$ cat src/rtl/mem_arb_pkg.sv
// rtl/mem_arb_pkg.sv - shared constants and types for the SRAM port arbiter
package mem_arb_pkg;

  localparam int NUM_MASTERS_DEF = 3;
  localparam int AW_DEF          = 32;
  localparam int DW_DEF          = 32;

  localparam int MST_SPI    = 0;
  localparam int MST_IFETCH = 1;
  localparam int MST_DATA   = 2;

  typedef logic [$clog2(NUM_MASTERS_DEF)-1:0] mst_idx_t;

endpackage

$ cat src/rtl/rr_arbiter.sv
// rtl/rr_arbiter.sv - round-robin grant with a rotating priority pointer
module rr_arbiter #(
  parameter int N  = 3,
  parameter int IW = (N > 1) ? $clog2(N) : 1
) (
  input  logic          clk,
  input  logic          rst_n,
  input  logic [N-1:0]  elig,
  output logic [N-1:0]  gnt,
  output logic [IW-1:0] idx
);

  logic [IW-1:0] ptr;
  logic [IW:0]   sum;
  logic [IW-1:0] cand;
  logic          found;

  // Walk ptr, ptr+1, ... wrapping at N; the first eligible index wins.
  always_comb begin
    gnt   = '0;
    idx   = '0;
    sum   = '0;
    cand  = '0;
    found = 1'b0;
    for (int k = 0; k < N; k++) begin
      sum = {1'b0, ptr} + (IW+1)'(k);
      if (sum >= (IW+1)'(N)) sum = sum - (IW+1)'(N);
      cand = sum[IW-1:0];
      if (!found && elig[cand]) begin
        found     = 1'b1;
        gnt[cand] = 1'b1;
        idx       = cand;
      end
    end
  end

  // The winner drops to lowest priority on the following cycle.
  always_ff @(posedge clk or negedge rst_n) begin
    if (!rst_n) begin
      ptr <= '0;
    end else if (found) begin
      ptr <= (idx == IW'(N-1)) ? '0 : idx + IW'(1);
    end
  end

endmodule

$ cat src/rtl/mem_port_arbiter.sv
// rtl/mem_port_arbiter.sv - shares the single-port SRAM between SPI loader, ifetch and data port
module mem_port_arbiter
  import mem_arb_pkg::*;
#(
  parameter int NUM_MASTERS = NUM_MASTERS_DEF,
  parameter int AW          = AW_DEF,
  parameter int DW          = DW_DEF
) (
  input  logic                   clk_i,
  input  logic                   rst_ni,
  input  logic                   boot_lock_i,
  input  logic [NUM_MASTERS-1:0] m_req_i,
  input  logic [AW-1:0]          m_addr_i  [NUM_MASTERS],
  input  logic [NUM_MASTERS-1:0] m_we_i,
  input  logic [DW/8-1:0]        m_be_i    [NUM_MASTERS],
  input  logic [DW-1:0]          m_wdata_i [NUM_MASTERS],
  output logic [NUM_MASTERS-1:0] m_gnt_o,
  output logic [NUM_MASTERS-1:0] m_rvalid_o,
  output logic [DW-1:0]          m_rdata_o,
  output logic                   mem_req_o,
  output logic                   mem_we_o,
  output logic [AW-3:0]          mem_addr_o,
  output logic [DW/8-1:0]        mem_be_o,
  output logic [DW-1:0]          mem_wdata_o,
  input  logic [DW-1:0]          mem_rdata_i
);

  localparam int IW = (NUM_MASTERS > 1) ? $clog2(NUM_MASTERS) : 1;

  logic [NUM_MASTERS-1:0] elig;
  logic [NUM_MASTERS-1:0] lock_mask;
  logic [NUM_MASTERS-1:0] resp_q;
  logic [IW-1:0]          gnt_idx;
  logic                   addr_lsb_unused;

  // Boot lock leaves only the SPI loader eligible, effective in the same cycle.
  assign lock_mask = boot_lock_i ? (NUM_MASTERS'(1) << MST_SPI) : '1;
  assign elig      = m_req_i & lock_mask;

  rr_arbiter #(
    .N  (NUM_MASTERS),
    .IW (IW)
  ) u_rr_arbiter (
    .clk   (clk_i),
    .rst_n (rst_ni),
    .elig  (elig),
    .gnt   (m_gnt_o),
    .idx   (gnt_idx)
  );

  always_comb begin
    mem_req_o   = 1'b0;
    mem_we_o    = 1'b0;
    mem_addr_o  = '0;
    mem_be_o    = '0;
    mem_wdata_o = '0;
    if (|m_gnt_o) begin
      mem_req_o   = 1'b1;
      mem_we_o    = m_we_i[gnt_idx];
      mem_addr_o  = m_addr_i[gnt_idx][AW-1:2];
      mem_be_o    = m_be_i[gnt_idx];
      mem_wdata_o = m_wdata_i[gnt_idx];
    end
  end

  // Byte offsets are meaningless to a word-wide SRAM.
  always_comb begin
    addr_lsb_unused = 1'b0;
    for (int i = 0; i < NUM_MASTERS; i++) begin
      addr_lsb_unused = addr_lsb_unused ^ (^m_addr_i[i][1:0]);
    end
  end

  always_ff @(posedge clk_i or negedge rst_ni) begin
    if (!rst_ni) begin
      resp_q <= '0;
    end else begin
      resp_q <= m_gnt_o;
    end
  end

  assign m_rvalid_o = resp_q;
  assign m_rdata_o  = mem_rdata_i;

endmodule

$ cat config.mk
export PLATFORM = sky130hd
export DESIGN_NAME = mem_port_arbiter
export DESIGN_NICKNAME = d
export VERILOG_FILES = /design/src/rtl/mem_arb_pkg.sv /design/src/rtl/rr_arbiter.sv /design/src/rtl/mem_port_arbiter.sv
export SDC_FILE = /design/constraint.sdc
export NUM_CORES = 1
export LEC_CHECK = 0
export CORE_AREA = 4 4 134 136
export CTS_CLUSTER_SIZE = 40
export DETAILED_ROUTE_END_ITERATION = 7
export DIE_AREA = 0 0 138 140
export SETUP_SLACK_MARGIN = 0.1
export SLEW_MARGIN = 5
export SYNTH_ARGS = -nofsm -noshare
export SYNTH_HDL_FRONTEND = slang
export SYNTH_SLANG_ARGS = --single-unit
$ cat constraint.sdc
create_clock -name clk_i -period 2.65 [get_ports clk_i]
set_input_delay 0.265 -clock clk_i [delete_from_list [all_inputs] [get_ports clk_i]]
set_output_delay 0.265 -clock clk_i [all_outputs]
set_load 0.005 [all_outputs]
==> flow_metrics.env <==
export IMPL_cp_start_kind="flip-flop"
export IMPL_synth_main_ff_cell="dfrtp_1"
export IMPL_fin_crit_ns=3.025
export IMPL_reg2reg_slack_ns=0.51
export IMPL_path_clk_slew_ns=0.03
export IMPL_hold_viol=0
export IMPL_fmax_ghz=0.3306
export IMPL_ys_ff_latch=5
export IMPL_via_per_inst=4.481
export IMPL_synth_adder_area_share=0.01801
export IMPL_timing_rr_end="u_rr_arbiter.ptr[1]"
export IMPL_endpoint_kind="output pin"
export IMPL_synthTopCellsByArea="nand2_1 18%, a21o_1 18%, nand3_1 12%, buf_4 9.7%, a21oi_1 9.0%"
export IMPL_drc=0
export IMPL_wl_per_cell_microns=16.18
export IMPL_synth_compound_area_frac=0.3656
export IMPL_reg2regPathDepth=10
export IMPL_place_hpwl_microns=11150
export IMPL_rr_startpoint="u_rr_arbiter.ptr[1]"
export IMPL_grt_ovfl_total=0
export IMPL_synth_cell_type_count=39
export IMPL_rsz0062_at_grt="true"
export IMPL_layout_setup_ws_ns=-0.3752
export IMPL_ant_nets=0
export IMPL_worstPathArrival_ns=2.76
export IMPL_powerDensity_nw_per_um2=1404
export IMPL_num_vias=4463
export IMPL_place_inst=943
export IMPL_synth_cells=469
export IMPL_synth_xor_xnor_area_share=0
export IMPL_ios=351
export IMPL_max_vdd_ir_drop_uv=748.7
export IMPL_initial_core_util=0.1641
export IMPL_stdcell_count=996
export IMPL_grt_pass1_wl_microns=21300
export IMPL_numCtsBuffers=3
export IMPL_diodes=0
export IMPL_fin_util=0.3850
export IMPL_coreArea_sq_um=16940
export IMPL_hold_slack_ns=0.2749
export IMPL_htree_levels=1
export IMPL_drive_above_1_share=0.3048
export IMPL_hp_class="input port to asynchronous set/reset pin"
export IMPL_postSynthAreaPerCell_sq_um=5.925
export IMPL_cts_sinks=5
export IMPL_critical_path_class="flip-flop to output pin"
export IMPL_maxCapViolations=0
export IMPL_yosys_area_share_simple=0.3606
export IMPL_io_buffers=280
export IMPL_die_h_microns=140
export IMPL_area_delta_synth_final_pct=134.7
export IMPL_relSlewSlack=0.8280
export IMPL_crit_path_max_fanout=6
export IMPL_outcome="complete, but fails checks"
export IMPL_synth_top_family_by_area="compound AO/OA/AOI/OAI gates"
export IMPL_rows=48
export IMPL_report_final_setup_viol=68
export IMPL_p_leak_nw=3.013
export IMPL_gp_congestion=0.8650
export IMPL_async_flop_share=1.000
export IMPL_violations="negative setup slack"
export IMPL_seq_area_frac_synth=0.04502
export IMPL_die_x_microns=138
export IMPL_layout_commonest_cell="clkdlybuf4s50_1"
export IMPL_final_cell_mix="209 x clkdlybuf4s50_1, 136 x nand2_1, 68 x nand3_1, 67 x a21o_1, 51 x buf_4"
export IMPL_synth_area_mux_share=0.01261
export IMPL_crit_start="u_rr_arbiter.ptr[1]"
export IMPL_tightest_slew_ns=0.2572
export IMPL_drt_total_wl_microns=16120
export IMPL_first_iter_violations=177
export IMPL_antenna_found_initial=0
export IMPL_cts_root_buffer="clkbuf_16"
export IMPL_insertion_delay_ns=0.23
export IMPL_tritoncts="done"
export IMPL_worstPathRequired_ns=2.38
export IMPL_first_pass_iters=6
export IMPL_syn_cell_area_sq_um=2779
export IMPL_clock_skew_ns=0.0008319
export IMPL_clockBufferDepth=2
export IMPL_cp_endpoint="mem_wdata_o[30]"
export IMPL_yosys_area_top_type_share=0.1837
export IMPL_grt_max_degree=57
export IMPL_synth_net_count=718
export IMPL_yosysWarnings=0
export IMPL_grtUsageTotal=0.1296
export IMPL_synth_top_area_cell="nand2_1"
export IMPL_dieArea_sq_um=19320
export IMPL_synth_edff_count=0
export IMPL_p_total_mw=9.155
export IMPL_maxSlewViolCount=0
export IMPL_fin_nets=1021
export IMPL_fill_cells=1792
export IMPL_period_share=1.142
export IMPL_grt_pass1_vias=4110
how the worst min path moves through the flow:
stage                      start            end  slack (ns)  depth (start not counted)
after CTS                 rst_ni  m_rvalid_o[0]        0.28                          1
after global routing      rst_ni  m_rvalid_o[0]        0.29                          1
final                     rst_ni  m_rvalid_o[0]        0.27                          1
after floorplan           rst_ni  m_rvalid_o[0]       -0.03                          0
after global placement    rst_ni  m_rvalid_o[2]        0.51                          1
after detailed placement  rst_ni  m_rvalid_o[0]        0.52                          1
cells in the mapped netlist, drive strengths merged (2+ instances only):
cell type,count
o21ai,2
inv,9
buf,57
dfrtp,5
a21o,67
a21oi,69
nand4bb,3
clkbuf,22
and4bb,3
nand2,136
nor3b,2
ha,4
nand2b,2
a21boi,2
nor3,2
nand3,68
mux2i,2
worst max-delay path: stages, from the launching register on:
cell       delay [ns]
dfrtp_2          0.43
ha_4             0.25
buf_6            0.14
o311a_4          0.37
mux2_4           0.31
a21boi_2         0.15
and4bb_4         0.36
buf_6            0.13
clkbuf_16        0.13
buf_6            0.10
a21oi_2          0.03
buf_2            0.13
registers in the layout (all words and copies together), names as in the netlist:
register          flops
m_rvalid_o            3
u_rr_arbiter.ptr      2
cells by family (layout without fill, tap and decap cells):
group,count (synthesis),count (layout)
AO/OA/AOI/OAI,147,147
adder cells (fa/ha/maj),4,4
buffers and inverters,88,390
flip-flops,5,5
multiplexers,3,3
AND/OR/NAND/NOR,222,222
final cells by class:
type	count	area, sq um	share of cell area
Timing Repair Buffer	377	3687	0.5654
Multi-Input combinational cell	376	2311	0.3544
Tap cell	225	281.5	0.04317
Sequential cell	5	126.4	0.01938
Clock buffer	4	78.83	0.01209
Inverter	9	36.28	0.005564
metal layers:
metal	up-vias	wire [microns]	GRT usage
li1	2179	-	-
met1	2062	6864	0.1567
met2	196	8028	0.2405
met3	26	1014	0.02970
met4	0	209	0.01612
met5	-	0	0
repair_timing:
action / in CTS / in global routing
setup buffers: 2 / 37
gates cloned: 1 / 10
pin swaps: 1 / 11
setup endpoints to repair: 71 / 71
hold endpoints to repair: 0 / 0
hold buffers: 0 / 0
resized for setup: 23 / 237
metrics by stage:
stage	setup TNS, ns	setup slack [ns]	instance area (sq um)
2_1_floorplan	0	0.1341	2779
3_3_place_gp	-26.06	-0.4786	5903
3_5_place_dp	-30.37	-0.5542	5903
4_1_cts	-33.02	-0.5614	6060
5_1_grt	-25.96	-0.4522	6521
6_report	-21.21	-0.3752	6521
power by group:
group / total, mW / internal (mW) / switching (mW)
sequential: 0.135 / 0.114 / 0.0208
clock: 0.248 / 0.199 / 0.0486
combinational: 8.77 / 4.86 / 3.91
(Power assumes the default switching activity.)
